--- config.mk ---
export PLATFORM = sky130hd
export DESIGN_NAME = uart_rx_stream
export DESIGN_NICKNAME = d
export VERILOG_FILES = /design/src/rtl/uart_pkg.sv /design/src/rtl/uart_sync_fifo.sv /design/src/rtl/uart_rx_stream.sv
export SDC_FILE = /design/constraint.sdc
export NUM_CORES = 1
export LEC_CHECK = 0
export CAP_MARGIN = 20
export CELL_PAD_IN_SITES_DETAIL_PLACEMENT = 0
export CELL_PAD_IN_SITES_GLOBAL_PLACEMENT = 1
export CORE_AREA = 8 8 140 142
export CTS_BUF_LIST = sky130_fd_sc_hd__clkbuf_4
export CTS_CLUSTER_SIZE = 16
export DETAILED_ROUTE_END_ITERATION = 7
export DIE_AREA = 0 0 148 150
export PLACE_DENSITY = 0.65
export SLEW_MARGIN = 25
export SYNTH_ARGS = -nofsm -noshare
export SYNTH_HDL_FRONTEND = slang
export SYNTH_HIERARCHICAL = 1
export SYNTH_SLANG_ARGS = --single-unit
--- constraint.sdc ---
create_clock -name clk -period 2.3 [get_ports clk]
set_input_delay 0.575 -clock clk [delete_from_list [all_inputs] [get_ports clk]]
set_output_delay 0.575 -clock clk [all_outputs]
set_load 0.05 [all_outputs]
--- src/rtl/uart_pkg.sv ---
// Shared types and helpers for the UART receive path: FSM states, parity modes and
// the three-sample majority vote.
package uart_pkg;

    typedef enum logic [2:0] {
        IDLE,
        START,
        DATA,
        PARITY,
        STOP,
        BREAK
    } state_t;

    localparam logic [1:0] PAR_NONE = 2'b00;
    localparam logic [1:0] PAR_EVEN = 2'b01;
    localparam logic [1:0] PAR_ODD  = 2'b10;

    function automatic logic majority3(input logic a, input logic b, input logic c);
        return (a & b) | (a & c) | (b & c);
    endfunction

endpackage

--- src/rtl/uart_sync_fifo.sv ---
// First-word-fall-through synchronous FIFO. A push into a full FIFO is accepted only
// when a pop happens in the same cycle; a pop on empty is ignored.
module uart_sync_fifo #(
    parameter int W     = 8,
    parameter int DEPTH = 4
) (
    input  logic         clk,
    input  logic         rst,
    input  logic         push,
    input  logic [W-1:0] push_data,
    input  logic         pop,
    output logic         full,
    output logic         empty,
    output logic [W-1:0] head
);

    localparam int AW = (DEPTH > 1) ? $clog2(DEPTH) : 1;
    localparam logic [AW:0] FULL_CNT = (AW+1)'(DEPTH);

    logic [W-1:0]  mem [DEPTH];
    logic [AW-1:0] wr_ptr;
    logic [AW-1:0] rd_ptr;
    logic [AW:0]   count;
    logic          do_push;
    logic          do_pop;

    assign empty   = (count == '0);
    assign full    = (count == FULL_CNT);
    assign do_pop  = pop && !empty;
    assign do_push = push && (!full || do_pop);
    assign head    = mem[rd_ptr];

    always_ff @(posedge clk) begin
        if (do_push)
            mem[wr_ptr] <= push_data;
    end

    // DEPTH is a power of two, so the pointers wrap on natural overflow
    always_ff @(posedge clk) begin
        if (rst) begin
            wr_ptr <= '0;
            rd_ptr <= '0;
            count  <= '0;
        end else begin
            if (do_push)
                wr_ptr <= wr_ptr + AW'(1);
            if (do_pop)
                rd_ptr <= rd_ptr + AW'(1);
            unique case ({do_push, do_pop})
                2'b10:   count <= count + (AW+1)'(1);
                2'b01:   count <= count - (AW+1)'(1);
                default: count <= count;
            endcase
        end
    end

endmodule

--- src/rtl/uart_rx_stream.sv ---
// UART receiver: 2-flop synchroniser, runtime-divided oversample tick, majority-vote bit
// sampling, parity/stop checking with error pulses, and a valid/ready output FIFO.
module uart_rx_stream
    import uart_pkg::*;
#(
    parameter int BITS_PER_WORD = 8,
    parameter int W_DIV         = 16,
    parameter int OVERSAMPLE    = 16,
    parameter int FIFO_DEPTH    = 4
) (
    input  logic                     clk,
    input  logic                     rst,
    input  logic                     rx,
    input  logic [W_DIV-1:0]         cfg_div,
    input  logic [1:0]               cfg_parity,
    input  logic                     cfg_stop2,
    output logic [BITS_PER_WORD-1:0] m_data,
    output logic                     m_valid,
    input  logic                     m_ready,
    output logic                     err_frame,
    output logic                     err_parity,
    output logic                     err_overrun,
    output logic                     busy
);

    localparam int SW  = $clog2(OVERSAMPLE);
    localparam int BCW = $clog2(BITS_PER_WORD + 1);
    localparam logic [SW-1:0]  S_V0    = SW'(OVERSAMPLE/2 - 1);
    localparam logic [SW-1:0]  S_V1    = SW'(OVERSAMPLE/2);
    localparam logic [SW-1:0]  S_V2    = SW'(OVERSAMPLE/2 + 1);
    localparam logic [SW-1:0]  S_END   = SW'(OVERSAMPLE - 1);
    localparam logic [BCW-1:0] B_LAST  = BCW'(BITS_PER_WORD - 1);

    state_t                   state, state_nxt;
    logic                     rx_m, rx_s, armed;
    logic [W_DIV-1:0]         div_q, tick_cnt;
    logic [1:0]               par_q;
    logic                     stop2_q;
    logic [SW-1:0]            s_cnt;
    logic [BCW-1:0]           bit_cnt;
    logic                     v0, v1, vote, tick, vote_now, bit_end, last_stop;
    logic [BITS_PER_WORD-1:0] shreg, push_data_q;
    logic                     perr, ferr, push_q;
    logic                     dec_frame, dec_parity, dec_push;
    logic                     fifo_full, fifo_empty, fifo_pop;
    logic [BITS_PER_WORD-1:0] fifo_head;

    assign tick      = (state != IDLE) && (tick_cnt == div_q);
    assign vote      = majority3(v0, v1, rx_s);
    assign vote_now  = tick && (s_cnt == S_V2);
    assign bit_end   = tick && (s_cnt == S_END);
    assign last_stop = (bit_cnt == BCW'(stop2_q));
    assign busy      = (state != IDLE);

    // The frame is resolved at the last stop bit's third sample, leaving the rest of
    // that bit in IDLE so an immediately following start edge is caught.
    always_comb begin
        state_nxt  = state;
        dec_frame  = 1'b0;
        dec_parity = 1'b0;
        dec_push   = 1'b0;
        unique case (state)
            IDLE:   if (armed && !rx_s) state_nxt = START;
            START: begin
                if (vote_now && vote)
                    state_nxt = IDLE;
                else if (bit_end)
                    state_nxt = DATA;
            end
            DATA: begin
                if (bit_end && bit_cnt == B_LAST)
                    state_nxt = (par_q == PAR_EVEN || par_q == PAR_ODD) ? PARITY : STOP;
            end
            PARITY: if (bit_end) state_nxt = STOP;
            STOP: begin
                if (vote_now && last_stop) begin
                    if (ferr || !vote) begin
                        dec_frame = 1'b1;
                        state_nxt = BREAK;
                    end else if (perr) begin
                        dec_parity = 1'b1;
                        state_nxt  = IDLE;
                    end else begin
                        dec_push  = 1'b1;
                        state_nxt = IDLE;
                    end
                end
            end
            BREAK:  if (rx_s) state_nxt = IDLE;
            default: state_nxt = IDLE;
        endcase
    end

    always_ff @(posedge clk) begin
        if (rst) begin
            rx_m        <= 1'b1;
            rx_s        <= 1'b1;
            armed       <= 1'b0;
            state       <= IDLE;
            div_q       <= '0;
            par_q       <= PAR_NONE;
            stop2_q     <= 1'b0;
            tick_cnt    <= '0;
            s_cnt       <= '0;
            bit_cnt     <= '0;
            v0          <= 1'b1;
            v1          <= 1'b1;
            shreg       <= '0;
            perr        <= 1'b0;
            ferr        <= 1'b0;
            push_q      <= 1'b0;
            push_data_q <= '0;
            err_frame   <= 1'b0;
            err_parity  <= 1'b0;
            err_overrun <= 1'b0;
        end else begin
            rx_m        <= rx;
            rx_s        <= rx_m;
            state       <= state_nxt;
            push_q      <= dec_push;
            err_frame   <= dec_frame;
            err_parity  <= dec_parity;
            err_overrun <= push_q && fifo_full && !fifo_pop;
            if (dec_push)
                push_data_q <= shreg;
            // A start is only honoured after the line has been seen idle since reset
            if (rx_s)
                armed <= 1'b1;

            if (state == IDLE) begin
                tick_cnt <= '0;
                s_cnt    <= '0;
                bit_cnt  <= '0;
                perr     <= 1'b0;
                ferr     <= 1'b0;
                if (state_nxt != IDLE) begin
                    div_q   <= cfg_div;
                    par_q   <= cfg_parity;
                    stop2_q <= cfg_stop2;
                end
            end else begin
                tick_cnt <= tick ? '0 : tick_cnt + W_DIV'(1);
                if (tick) begin
                    s_cnt <= (s_cnt == S_END) ? '0 : s_cnt + SW'(1);
                    if (s_cnt == S_V0) v0 <= rx_s;
                    if (s_cnt == S_V1) v1 <= rx_s;
                end
                if (vote_now) begin
                    unique case (state)
                        DATA:    shreg <= {vote, shreg[BITS_PER_WORD-1:1]};
                        PARITY:  perr  <= vote ^ (^shreg) ^ (par_q == PAR_ODD);
                        STOP:    if (!vote) ferr <= 1'b1;
                        default: ;
                    endcase
                end
                if (bit_end) begin
                    if ((state == DATA && bit_cnt != B_LAST) || state == STOP)
                        bit_cnt <= bit_cnt + BCW'(1);
                    else
                        bit_cnt <= '0;
                end
            end
        end
    end

    assign fifo_pop = m_ready && !fifo_empty;

    uart_sync_fifo #(
        .W     (BITS_PER_WORD),
        .DEPTH (FIFO_DEPTH)
    ) u_fifo (
        .clk       (clk),
        .rst       (rst),
        .push      (push_q),
        .push_data (push_data_q),
        .pop       (m_ready),
        .full      (fifo_full),
        .empty     (fifo_empty),
        .head      (fifo_head)
    );

    assign m_valid = !fifo_empty;
    assign m_data  = fifo_empty ? '0 : fifo_head;

endmodule

==> metrics.csv <==
stage,metric,value,unit
clock_tree,total CTS buffers,17,
yosys,number of synthesized flops with an enable pin,32,
finish,share of cells above drive strength 1,18.5,%
global_route,total track usage,10.7,%
timing,Worst-Margin Slew,495,ps
global_route,largest net degree at the start of global routing,37,
setup_path,"delay-heaviest family, CP",multiplexers,
timing,Max Transition Viols Final,0,
floorplan,die area,0.0222,mm²
setup_path,Worst Path Buf+Inv,2,
timing,Max Clk Rate,416,MHz
power,internal power,3150,µW
timing,relative slew slack,67.1,%
setup_path,critical path type,register to output port,
place,Post-DP Area,0.00578,mm²
yosys,"FFs w/ async S/R, synth",0,%
finish,final core utilization,35.6,%
floorplan,cell row count,49,
global_route,Overflow after GRT,0,
timing,fin crit share,105,%
setup_path,Critical R2R Launch,tick_cnt[12]$_SDFF_PP0_,
yosys,"area leader, netlist",dfxtp_1,
drt,Pre-antenna DRT Iters,4,
timing,"Min Clock Period, post-route",2400,ps
yosys,Main synth FF type,dfxtp_1,
clock_tree,Root Driver,clkbuf_4,
global_route,initial antenna violation count,1,
yosys,syn_nets,543,
yosys,Yosys warnings,6,
timing,setup ws final,-105,ps
place,post-DP HPWL,7.78,mm
global_route,global-route wire length before repair,18.7,mm
power,Switch Pwr,898,µW
clock_tree,CTS tree,done,
drt,number of routed nets with antenna violations,0,
finish,"most common cell after layout, fill and taps aside",dfxtp_1,
yosys,Synth Register Bits,114,
run_status,failing checks,setup timing,
setup_path,"Largest stage delay, worst path",520,ps
min_path,Hold Crit Class,input pin to register,
floorplan,io pins,36,
place,Port Buffer Count,35,
floorplan,Die Span Y,150,µm
yosys,count of unique library cells instantiated by Yosys,59,
yosys,post-synthesis sequential area ratio,50.7,%
drt,WL/cell,13.7,µm
power,VDD IR max,273,µV
run_status,status,"finished, violations left",
clock_tree,"CTS clk-pin slew, worst paths",100,ps
setup_path,Startpoint Class,register,
job,number of max-cap violations,0,
finish,design area,0.00624,mm²
finish,fill count,1818,
setup_path,"Req. time, crit path",1730,ps
finish,fin nets,600,
drt,DR vias/cell,4.69,
finish,"commonest non-fill, non-tap cells in the layout","77 x dfxtp_1, 57 x nand2_1, 44 x a21oi_1",
floorplan,Die Span X,148,µm
setup_path,CP cell instances,buf_12 -> mux4_2 -> nor2b_4 -> buf_6,
power,sw frac,22.2,%
yosys,post-synth top area share,32.0,%
clock_tree,CTS max path bufs,2,
power,LEAKAGE,0.00222,µW
clock_tree,Worst-Skew Late Latency,530,ps
place,GP Congestion,0.782,
min_path,hold path start,rst,
finish,Area Overhead vs Synth,21.7,%
timing,final setup vio count,8,
clock_tree,htree depth,4,
floorplan,Placeable Area,0.0175,mm²
setup_path,"Max FO, Critical Path",8,
power,power share of the combinational group,6.1,%
power,clock network power share,42.9,%
global_route,number of global-route vias before repair,3857,
timing,Final Hold Fails,0,
drt,DRT iter0 DRCs,146,
timing,RSZ-0062 raised after global routing,yes,
clock_tree,CTS sink count,114,
setup_path,CP max-delay cell,mux4_2,
setup_path,CP Capture Type,output port,
power,sequential power share,51.1,%
yosys,syn avg cell area,10.1,µm²
timing,Worst Skew,17.5,ps
timing,hold_ws,362,ps
clock_tree,hold_buf cts,0,
yosys,synth top area cells,"dfxtp_1 32%, edfxtp_1 19%, a21oi_1 4.3%",
drt,overall routed net length,11.1,mm
yosys,Cells after Synth,509,
power,pwr/cell area,649,mW/mm²
floorplan,initial cell density of the core,29.2,%
drt,# DRC,0,
yosys,Post-Syn Area,0.00513,mm²
drt,DR vias,3797,
setup_path,crit path DAT,1830,ps
## registers in the layout, indices dropped and copies added, names as in the netlist, 2 cells and up, named ones only
| register | cells |
|---|---|
| u_fifo/mem | 32 |
| div_q | 16 |
| tick_cnt | 16 |
| push_data_q | 8 |
| shreg | 8 |
| bit_cnt | 4 |
| s_cnt | 4 |
| state | 3 |
| u_fifo/count | 3 |
| par_q | 2 |
| u_fifo/rd_ptr | 2 |
| u_fifo/wr_ptr | 2 |
## metal layers
metal,wire [µm],vias up,track usage (%)
met5,0,-,0
met4,165,0,5.15
met3,366,16,3.14
met2,5460,57,17.7
met1,5120,1804,12.4
li1,-,1920,-
## path summary, 6_finish.rpt
check,cells past startpoint,endpoint,slack (ps)
worst max-delay path,4,m_data[0],-100
worst min register to register,1,rx_s$_SDFF_PP1_,420
worst max register to register,6,bit_cnt[3]$_SDFFE_PP0P_,250
worst min-delay path,2,par_q[1]$_SDFFE_PP0P_,360
## area by class of cell
type / instances / area [µm²] / share of cell area (%)
clock inverters: 12 / 189 / 3.03
repair inverters: 1 / 7.51 / 0.120
clock buffers: 20 / 150 / 2.41
inverters: 15 / 60.1 / 0.962
multi-input cells: 355 / 2350 / 37.7
flip-flops and latches: 114 / 2610 / 41.8
repair buffers: 62 / 582 / 9.32
well taps: 229 / 287 / 4.59
diodes: 1 / 2.50 / 0.0401
## stage by stage
step	power [µW]	worst slack (ps)	instances	setup TNS, ps
6_report	4050	-105	809	-604
5_1_grt	4240	-203	809	-1590
4_1_cts	4140	-180	804	-1390
3_5_place_dp	2360	73.8	770	0
3_3_place_gp	2360	145	770	0
2_1_floorplan	2260	215	509	0
## power by group through the flow
stage / sequential (µW) / clock (µW) / combinational (µW)
floorplan: 2110 / 0 / 149
global placement: 2120 / 0 / 246
detailed placement: 2120 / 0 / 248
CTS: 2070 / 1810 / 250
global route: 2070 / 1900 / 272
finish: 2070 / 1740 / 246
## cells in the mapped netlist, types with 2 or more instances
cell and count:
mux2i_1 3, and4_1 4, nor4_2 4, a21oi_1 44, xnor2_1 18, and2_2 4, a31oi_1 4, clkbuf_1 12
or3_1 4, nand3_1 28, dfxtp_1 82, o21ai_0 15, nor4_1 4, buf_2 7, nor3b_1 2, inv_1 14
nor2_1 40, a211oi_1 2, nand4_1 8, xor2_1 25, buf_1 2, nand2_1 57, ha_1 10, or2_2 3
and3b_1 2, o211ai_1 3, edfxtp_1 32, a2111oi_0 2, a41o_1 2, nor2b_1 14, buf_6 3, and3_1 4
nand2b_1 4, o311ai_1 2, o31ai_1 3, mux4_2 8, o21ai_1 7, nand3b_1 3, nor3_1 4
## logic make-up after synthesis
logic type / after synthesis / synth area share (%)
compound gates: 88 / 9.95
xor+xnor: 44 / 7.78
fa+ha+maj: 12 / 3.05
buf+inv: 40 / 3.61
flops: 114 / 50.7
mux: 11 / 4.10
simple gates: 200 / 20.8
## timing repair
item                                    4_1_cts  5_1_grt
gates cloned                                  1        0
endpoints found under the setup margin       13        9
gates resized for setup                      24        4
buffers inserted                              1        4
pin swaps                                     2        1
(Power assumes the default switching activity.)
